===== src/rtl/enemy_unit.sv =====
// enemy_unit
// Enemy-side lane unit. It spawns at START_POS, walks one step toward
// END_POS on every moveSCEN tick while the frontmost player unit is still
// ahead of it, and attacks that player unit on a cooldown once in contact.
// Damage strobes reduce its health; a lethal hit sends it through a timed
// dying state before it returns to idle. Reaching END_POS raises a one-cycle
// reachedBase pulse and also returns the unit to idle.
//
// Ports:
//   clk, reset         system clock, synchronous active-high reset
//   spawnSCEN          single-cycle spawn request
//   spawnType[1:0]     requested type 1-3 (0 = no spawn)
//   canSpawn           spawn enable from the spawner
//   moveSCEN           single-cycle game tick
//   damageSCEN         single-cycle damage strobe
//   damageIn[7:0]      damage applied on damageSCEN
//   playerFront[8:0]   position of the frontmost player unit
//   position[8:0]      current position
//   damageOut[7:0]     attack value, updated only on moveSCEN ticks
//   unitType[1:0]      0 when idle/dying, otherwise the live type
//   health[7:0]        remaining health
//   dead               1 while idle or dying
//   dying              1 only while in the dying state
//   reachedBase        one-cycle pulse on arrival at END_POS
module enemy_unit #(
    parameter logic [8:0] START_POS     = 9'd0,
    parameter logic [8:0] END_POS       = 9'd511,
    parameter int         ATTACK_PERIOD = 4,
    parameter int         DEAD_HOLD     = 8
) (
    input  logic       clk,
    input  logic       reset,
    input  logic       spawnSCEN,
    input  logic [1:0] spawnType,
    input  logic       canSpawn,
    input  logic       moveSCEN,
    input  logic       damageSCEN,
    input  logic [7:0] damageIn,
    input  logic [8:0] playerFront,
    output logic [8:0] position,
    output logic [7:0] damageOut,
    output logic [1:0] unitType,
    output logic [7:0] health,
    output logic       dead,
    output logic       dying,
    output logic       reachedBase
);

    localparam int ATK_W  = $clog2(ATTACK_PERIOD + 1);
    localparam int HOLD_W = $clog2(DEAD_HOLD + 1);

    localparam logic [ATK_W-1:0]  ATK_LAST  = ATK_W'(ATTACK_PERIOD);
    localparam logic [HOLD_W-1:0] HOLD_LAST = HOLD_W'(DEAD_HOLD - 1);

    typedef enum logic [3:0] {
        QI      = 4'b0001,
        QDeploy = 4'b0010,
        QAlive  = 4'b0100,
        QDying  = 4'b1000
    } state_e;

    state_e            state_q,        state_d;
    logic [8:0]        position_q,     position_d;
    logic [7:0]        damage_out_q,   damage_out_d;
    logic [1:0]        unit_type_q,    unit_type_d;
    logic [7:0]        health_q,       health_d;
    logic              dead_q,         dead_d;
    logic              dying_q,        dying_d;
    logic              reached_base_q, reached_base_d;
    logic [ATK_W-1:0]  contact_cnt_q,  contact_cnt_d;
    logic [HOLD_W-1:0] hold_cnt_q,     hold_cnt_d;
    logic [1:0]        type_q,         type_d;
    logic [7:0]        power_q,        power_d;

    logic              go_idle;
    logic              spawn_ok;
    logic [8:0]        pos_inc;
    logic [ATK_W-1:0]  contact_inc;

    assign pos_inc     = position_q + 9'd1;
    assign contact_inc = contact_cnt_q + ATK_W'(1);
    assign spawn_ok    = (state_q == QI) && spawnSCEN && canSpawn && (spawnType != 2'd0);

    // Next-state logic. Every path that ends the unit (idle, end of dying,
    // illegal encoding) raises go_idle so the reset values are written in one
    // place; an accepted spawn is applied on top of the idle values.
    always_comb begin
        state_d        = state_q;
        position_d     = position_q;
        damage_out_d   = damage_out_q;
        unit_type_d    = unit_type_q;
        health_d       = health_q;
        dead_d         = dead_q;
        dying_d        = dying_q;
        reached_base_d = 1'b0;
        contact_cnt_d  = contact_cnt_q;
        hold_cnt_d     = hold_cnt_q;
        type_d         = type_q;
        power_d        = power_q;
        go_idle        = 1'b0;

        case (state_q)
            QI: begin
                go_idle = 1'b1;
            end

            QDeploy: begin
                state_d     = QAlive;
                unit_type_d = type_q;
                dead_d      = 1'b0;
                case (type_q)
                    2'd1: begin
                        health_d = 8'd128;
                        power_d  = 8'd16;
                    end
                    2'd2: begin
                        health_d = 8'd192;
                        power_d  = 8'd32;
                    end
                    2'd3: begin
                        health_d = 8'd255;
                        power_d  = 8'd64;
                    end
                    default: go_idle = 1'b1;
                endcase
            end

            QAlive: begin
                // A lethal hit wins over a move or attack in the same cycle.
                if (damageSCEN && (health_q <= damageIn)) begin
                    state_d       = QDying;
                    health_d      = 8'd0;
                    damage_out_d  = 8'd0;
                    unit_type_d   = 2'd0;
                    dead_d        = 1'b1;
                    dying_d       = 1'b1;
                    contact_cnt_d = '0;
                    hold_cnt_d    = '0;
                end else begin
                    if (damageSCEN) begin
                        health_d = health_q - damageIn;
                    end
                    if (moveSCEN) begin
                        if (position_q < playerFront) begin
                            position_d    = pos_inc;
                            damage_out_d  = 8'd0;
                            contact_cnt_d = '0;
                            if (pos_inc == END_POS) begin
                                reached_base_d = 1'b1;
                                state_d        = QI;
                            end
                        end else if (contact_inc == ATK_LAST) begin
                            damage_out_d  = power_q;
                            contact_cnt_d = '0;
                        end else begin
                            damage_out_d  = 8'd0;
                            contact_cnt_d = contact_inc;
                        end
                    end
                end
            end

            QDying: begin
                // Entry already showed one dying cycle, so the last count is
                // DEAD_HOLD-1.
                if (hold_cnt_q == HOLD_LAST) begin
                    go_idle = 1'b1;
                end else begin
                    hold_cnt_d = hold_cnt_q + HOLD_W'(1);
                end
            end

            default: begin
                go_idle = 1'b1;
            end
        endcase

        if (go_idle) begin
            state_d       = QI;
            position_d    = START_POS;
            damage_out_d  = 8'd0;
            unit_type_d   = 2'd0;
            health_d      = 8'd0;
            dead_d        = 1'b1;
            dying_d       = 1'b0;
            contact_cnt_d = '0;
            hold_cnt_d    = '0;
            type_d        = 2'd0;
            power_d       = 8'd0;
        end

        if (spawn_ok) begin
            state_d = QDeploy;
            type_d  = spawnType;
            dead_d  = 1'b0;
        end
    end

    always_ff @(posedge clk) begin
        if (reset) begin
            state_q        <= QI;
            position_q     <= START_POS;
            damage_out_q   <= 8'd0;
            unit_type_q    <= 2'd0;
            health_q       <= 8'd0;
            dead_q         <= 1'b1;
            dying_q        <= 1'b0;
            reached_base_q <= 1'b0;
            contact_cnt_q  <= '0;
            hold_cnt_q     <= '0;
            type_q         <= 2'd0;
            power_q        <= 8'd0;
        end else begin
            state_q        <= state_d;
            position_q     <= position_d;
            damage_out_q   <= damage_out_d;
            unit_type_q    <= unit_type_d;
            health_q       <= health_d;
            dead_q         <= dead_d;
            dying_q        <= dying_d;
            reached_base_q <= reached_base_d;
            contact_cnt_q  <= contact_cnt_d;
            hold_cnt_q     <= hold_cnt_d;
            type_q         <= type_d;
            power_q        <= power_d;
        end
    end

    assign position    = position_q;
    assign damageOut   = damage_out_q;
    assign unitType    = unit_type_q;
    assign health      = health_q;
    assign dead        = dead_q;
    assign dying       = dying_q;
    assign reachedBase = reached_base_q;

endmodule


===== config.mk =====
export PLATFORM = sky130hd
export DESIGN_NAME = enemy_unit
export DESIGN_NICKNAME = d
export VERILOG_FILES = /design/src/rtl/enemy_unit.sv
export SDC_FILE = /design/constraint.sdc
export NUM_CORES = 1
export LEC_CHECK = 0
export BUFFER_PORTS_ARGS = -buffer_cell sky130_fd_sc_hd__buf_4
export CAP_MARGIN = 10
export CORE_AREA = 2 2 104 106
export CTS_CLUSTER_DIAMETER = 80
export DETAILED_ROUTE_END_ITERATION = 10
export DIE_AREA = 0 0 106 108
export SLEW_MARGIN = 20
export SYNTH_ARGS = -nofsm -noshare
export SYNTH_HDL_FRONTEND = slang
export SYNTH_SLANG_ARGS = --single-unit

===== constraint.sdc =====
create_clock -name clk -period 2.98 [get_ports clk]
set_clock_uncertainty 0.05 [all_clocks]
set_input_delay 0.596 -clock clk [delete_from_list [all_inputs] [get_ports clk]]
set_output_delay 0.596 -clock clk [all_outputs]
set_load 0.02 [all_outputs]

# After elaboration in Yosys (flattened, before gate mapping)

Cells that the tools add are included.

Muxes and demuxes: 35
Divide/modulo/power cells: 0
$add $sub $neg: 4
Magnitude comparators: 2
Shift operators: 0
Reductions and logical operators: 25
Multipliers: 0
Equal/unequal tests: 21
Bitwise operators: 4

Operator list:

| kind                  | number |
|---|---|
| $mux W8               | 6 |
| $pmux W8 S3           | 2 |
| $mux W4               | 6 |
| $pmux W4 S2           | 2 |
| $pmux W8 S2           | 1 |
| $ne A5 B5 Y1 const B  | 3 |
| $mux W3               | 4 |
| $ne A3 B3 Y1 const B  | 4 |
| $reduce_and A4 Y1     | 3 |
| $mux W2               | 5 |
| $reduce_and A2 Y1     | 5 |
| $reduce_bool A2 Y1    | 5 |
| $add A9 B1 Y9 const B | 1 |
| $eq A9 B9 Y1 const B  | 1 |
| $lt A9 B9 Y1          | 1 |
| $eq A4 B3 Y1 const B  | 2 |
| $le A8 B8 Y1          | 1 |
| $ne A4 B4 Y1 const B  | 2 |
| $sub A8 B8 Y8         | 1 |
| $mux W1               | 6 |
| $reduce_and A3 Y1     | 2 |
| $reduce_or A3 Y1      | 2 |
| $reduce_or A5 Y1      | 1 |
| $add A4 B1 Y4 const B | 1 |
| 16 further kinds      | 24 |

RAM bits: 0
Memories kept: 0
Output and inout bits: 30
Flip-flop bits (word level): 51
Memory bits (read-only): 0
Latch bits: 0
Input port bits: 25

# Longest topological paths before layout

Depth after elaboration: 9
Mapped depth: 12
Depth with buffers taken out: 10

# Worst setup path before layout

No wires, ideal clock.

Path type: input port to flip-flop
From: input port playerFront[5]
To: register position_q[7], in the netlist position[7]
Cell stages on the path: 9
Required time: 2812 ps
Slack: 120 ps
Arrival: 2692 ps
Setup time: 118 ps
Cell sequence: inv_1 ha_1 a21o_1 a221o_1 a21oi_2 or3b_1 clkbuf_1 or4_1 mux2i_1

Word-level cells in the longest chain between the ends: 2

RTL lines:

| item                               | RTL line | text |
|---|---|---|
| from (decl)                        | 39       | `input logic [8:0] playerFront,` |
| $lt A9 B9 Y1                       | 144      | `if (position_q < playerFront) begin` |
| $reduce_and A4 Y1 (no source line) | n/a      |  |
| to (signal assigned)               | 215      | `position_q <= position_d;` |
| to (decl)                          | 63       | `logic [8:0] position_q, position_d;` |

Every way passes these cells.
A chain may end at the register's enable or synchronous reset.

# Final worst setup path

From: input port damageIn[0]
To: register position_q[7], in the netlist position[7]

Word-level cells in the longest chain between the ends: 4

RTL lines:

| item                               | RTL line | text |
|---|---|---|
| from (decl)                        | 38       | `input logic [7:0] damageIn,` |
| $le A8 B8 Y1                       | 130      | `if (damageSCEN && (health_q <= damageIn)) begin` |
| $logic_and A1 B1 Y1                | 130      |  |
| $not A1 Y1 (no source line)        | n/a      |  |
| $reduce_and A4 Y1 (no source line) | n/a      |  |

Every way passes these cells.

==> metrics.csv <==
stage,metric,value,unit
clock_network,tritoncts,built,
grt,number_of_global_route_vias_before_repair,2354,
clock_network,postCtsSetupBuffers,0,
floorplan,row_count,37,
pwr,report.power.total,1.11,mW
sta,whs,0.422,ns
floorplan,io_pins,55,
sta,transition_time_of_the_tightest_slew_check_pin,0.724,ns
pwr,power.switching_fraction,22.3,%
placed_design,placement.io_buffers,49,
synthesis,mappedNetlistArea,0.00254,mm²
grt,grt_use_total,11.7,%
setup_path,worst_setup_path_start_kind,input port,
placed_design,pre_cts_ws,-0.0275,ns
clock_network,cts.clk_slew.worst_paths,0.08,ns
sta,hold_viol,0,
routing,wl_per_cell,12.2,µm
routing,via_per_inst,4.70,
finish,final_core_util,31.9,%
finish,layout.area.seq,821,µm²
synthesis,yosys_register_bits,41,
flow_run,maxCapViolCount,0,
sta,achievable-frequency,369,MHz
clock_network,cts_max_level,2,
grt,antenna_found_initial,0,
sta,setup_tns,0,ns
placed_design,globalplace.congestion,0.771,
floorplan,coreArea,0.0102,mm²
pwr,internal-power,863,µW
status,status,"complete, no violations",
pwr,total_switching_power,247,µW
clock_network,cts_buffers,5,
sta,timing.slew.headroom,51.6,%
grt,grt_start_max_net_pins,14,
clock_network,cts-hold-fix-buffers,0,
finish,layout.nets,428,
sta,rsz0062_at_grt,no,
pwr,clock_power_share,43.0,%
clock_network,postcts_resize_cnt,0,
clock_network,worst_skew_pair.late_latency,0.30,ns
synthesis,post_synth.cell_area_avg,7.95,µm²
setup_path,critical_path_arrival,2.85,ns
setup_path,timing.rr.start,health[0],
setup_path,timing_worst_setup_path_type,in2reg,
grt,grt_first_pass_wirelength,10900,µm
routing,route.detailed.drc,0,
worst_hold_path,hold_path.startpoint,dying,
synthesis,synth-edff-count,0,
routing,drt_iter0_drc,83,
finish,area_occupied_by_multi_input_gates,0.00155,mm²
floorplan,start_util,24.8,%
clock_network,clock_sink_count,41,
pwr,power.share.combinational,7.2,%
floorplan,die-area,0.0114,mm²
pwr,worst_ir_drop_vdd,0.170,mV
pwr,cellPowerDensity,340,mW/mm²
routing,num_vias,2434,
setup_path,worstSetupEndpointType,flop,
synthesis,seq_area_frac_synth,32.3,%
routing,totalWireLength,6330,µm
sta,layout_setup_ws,0.268,ns
pwr,power.static_leakage,1.39,nW
clock_network,max-clock-path-buffers,2,
sta,period_share,91.0,%
setup_path,critical_path.startpoint,damageIn[0],
placed_design,dpl.hpwl,4980,µm
synthesis,yosysUniqueCellTypes,53,
finish,count_of_inserted_antenna_diode_cells,0,
floorplan,fp.dieH,108,µm
grt,grt.overflow.total,0,
worst_hold_path,worst_hold_class,reg2reg,
synthesis,synth_ff_type,sky130_fd_sc_hd__dfxtp_1,
finish,layout-drive-gt1-share,21.2,%
sta,finalSetupViolCount,0,
pwr,share_seq_of_total_power,49.8,%
synthesis,netlist_instances,319,
finish,nFillCells,1095,
synthesis,synth-async-reset-ratio,0,%
synthesis,synth-warning-count,0,
sta,post-route-min-period,2.71,ns
setup_path,cp_max_fo,6,
floorplan,die_w,106,µm
sta,timing.final.max_slew_violations,0,
finish,area_overhead_of_the_layout_relative_to_synthesis,28.7,%
clock_network,clock_tree.root_cell,sky130_fd_sc_hd__clkbuf_8,
routing,firstDrtPassIters,5,
setup_path,worst-endpoint-required,3.12,ns
routing,antenna_violating_nets_post_route,0,
-- power groups by stage --
| stage | Combinational [mW] | Clock (mW) | Sequential [mW] |
|---|---|---|---|
| 2_1_floorplan | 0.0473 | 0 | 0.565 |
| 3_3_place_gp | 0.0793 | 0 | 0.566 |
| 6_report | 0.0803 | 0.477 | 0.553 |
| 3_5_place_dp | 0.0802 | 0 | 0.566 |
| 5_1_grt | 0.0896 | 0.508 | 0.554 |
| 4_1_cts | 0.0808 | 0.493 | 0.553 |
-- worst paths after layout --
kind	slack, ns	depth (start not counted)	to
worst max-delay path	0.27	10	position[7]
worst min-delay path	0.42	2	dying
worst max register to register	0.27	10	position[7]
worst min register to register	0.42	2	dying
-- cells in the final DEF, fill, tap and decap left out, types with 5 or more instances in the layout --
| cell | count |
|---|---|
| sky130_fd_sc_hd__buf_4 | 67 |
| sky130_fd_sc_hd__nor2b_1 | 5 |
| sky130_fd_sc_hd__a21oi_1 | 26 |
| sky130_fd_sc_hd__o21ai_0 | 22 |
| sky130_fd_sc_hd__nor2_1 | 28 |
| sky130_fd_sc_hd__or3_1 | 8 |
| sky130_fd_sc_hd__nor3_1 | 9 |
| sky130_fd_sc_hd__nand3_1 | 12 |
| sky130_fd_sc_hd__conb_1 | 5 |
| sky130_fd_sc_hd__nand2_1 | 21 |
| sky130_fd_sc_hd__dfxtp_1 | 41 |
| sky130_fd_sc_hd__xor2_1 | 5 |
| sky130_fd_sc_hd__inv_1 | 26 |
| sky130_fd_sc_hd__ha_1 | 21 |
| sky130_fd_sc_hd__o21a_1 | 6 |
| sky130_fd_sc_hd__clkbuf_8 | 6 |
-- per-stage QoR --
| step | cells | instance area, µm² |
|---|---|---|
| floorplan | 323 | 2550 |
| global placement | 510 | 3150 |
| detailed placement | 510 | 3150 |
| CTS | 518 | 3270 |
| global route | 518 | 3270 |
| finish | 518 | 3270 |
-- kinds of logic (layout without fill, tap and decap cells) --
group / after synthesis / count (layout) / share of synthesized area [%]
adder cells (fa/ha/maj): 22 / 22 / 11.1
AO/OA/AOI/OAI: 86 / 86 / 21.5
XOR/XNOR: 9 / 9 / 3.11
AND/OR/NAND/NOR: 116 / 116 / 24.0
other: 1 / 5 / 0.148
multiplexers: 2 / 2 / 0.789
flip-flops: 41 / 41 / 32.3
buffers and inverters: 42 / 101 / 7.00
-- layer usage --
layer	wire, µm	track usage [%]	part of all wire, %	vias up
met5	0	0	0	-
met4	65	3.10	1.0	0
li1	-	-	-	1254
met3	280	2.65	4.4	8
met1	3050	15.1	48	1115
met2	2930	19.6	46	57
-- critical path: stages --
cell and delay (ns):
sky130_fd_sc_hd__buf_4 0.11, sky130_fd_sc_hd__ha_1 0.20, sky130_fd_sc_hd__inv_1 0.07, sky130_fd_sc_hd__fa_1 0.18, sky130_fd_sc_hd__nand3_1 0.11, sky130_fd_sc_hd__a21oi_1 0.22
sky130_fd_sc_hd__o32ai_1 0.18, sky130_fd_sc_hd__or3b_1 0.49, sky130_fd_sc_hd__or4_1 0.57, sky130_fd_sc_hd__mux2i_1 0.13
-- final cells by class --
| type | instances | share of cell area [%] |
|---|---|---|
| Inverter | 26 | 2.99 |
| Multi-Input combinational cell | 240 | 47.6 |
| Timing Repair Buffer | 67 | 15.4 |
| Sequential cell | 41 | 25.1 |
| Clock buffer | 6 | 2.53 |
| Tap cell | 136 | 5.21 |
| Clock inverter | 2 | 1.15 |
-- Yosys cell counts (4+ instances only) --
cell type	number	share of area [%]
sky130_fd_sc_hd__nor2_1	28	4.1
sky130_fd_sc_hd__and2_1	4	0.99
sky130_fd_sc_hd__or3_1	8	2.0
sky130_fd_sc_hd__nor3_1	9	1.8
sky130_fd_sc_hd__buf_4	5	1.5
sky130_fd_sc_hd__a32o_1	4	1.6
sky130_fd_sc_hd__dfxtp_1	41	32
sky130_fd_sc_hd__nand3_1	12	2.4
sky130_fd_sc_hd__a21oi_1	26	5.1
sky130_fd_sc_hd__ha_1	21	10
sky130_fd_sc_hd__o21ai_0	22	4.3
sky130_fd_sc_hd__nand2b_1	4	0.99
sky130_fd_sc_hd__o21a_1	6	1.8
sky130_fd_sc_hd__a22oi_1	4	1.2
sky130_fd_sc_hd__nand2_1	21	3.1
sky130_fd_sc_hd__inv_1	26	3.8
sky130_fd_sc_hd__nor2b_1	5	1.2
sky130_fd_sc_hd__xor2_1	5	1.7
sky130_fd_sc_hd__clkbuf_1	10	1.5
sky130_fd_sc_hd__xnor2_1	4	1.4
-- state kept, by name, summed over array words and instances, names as in the netlist --
signal,count
dead,1
reachedBase,1
health,8
dying,1
state_q,4
unitType,2
power_q,3
type_q,2
hold_cnt_q,4
damageOut,3
contact_cnt_q,3
position,9
(Power assumes the default switching activity.)
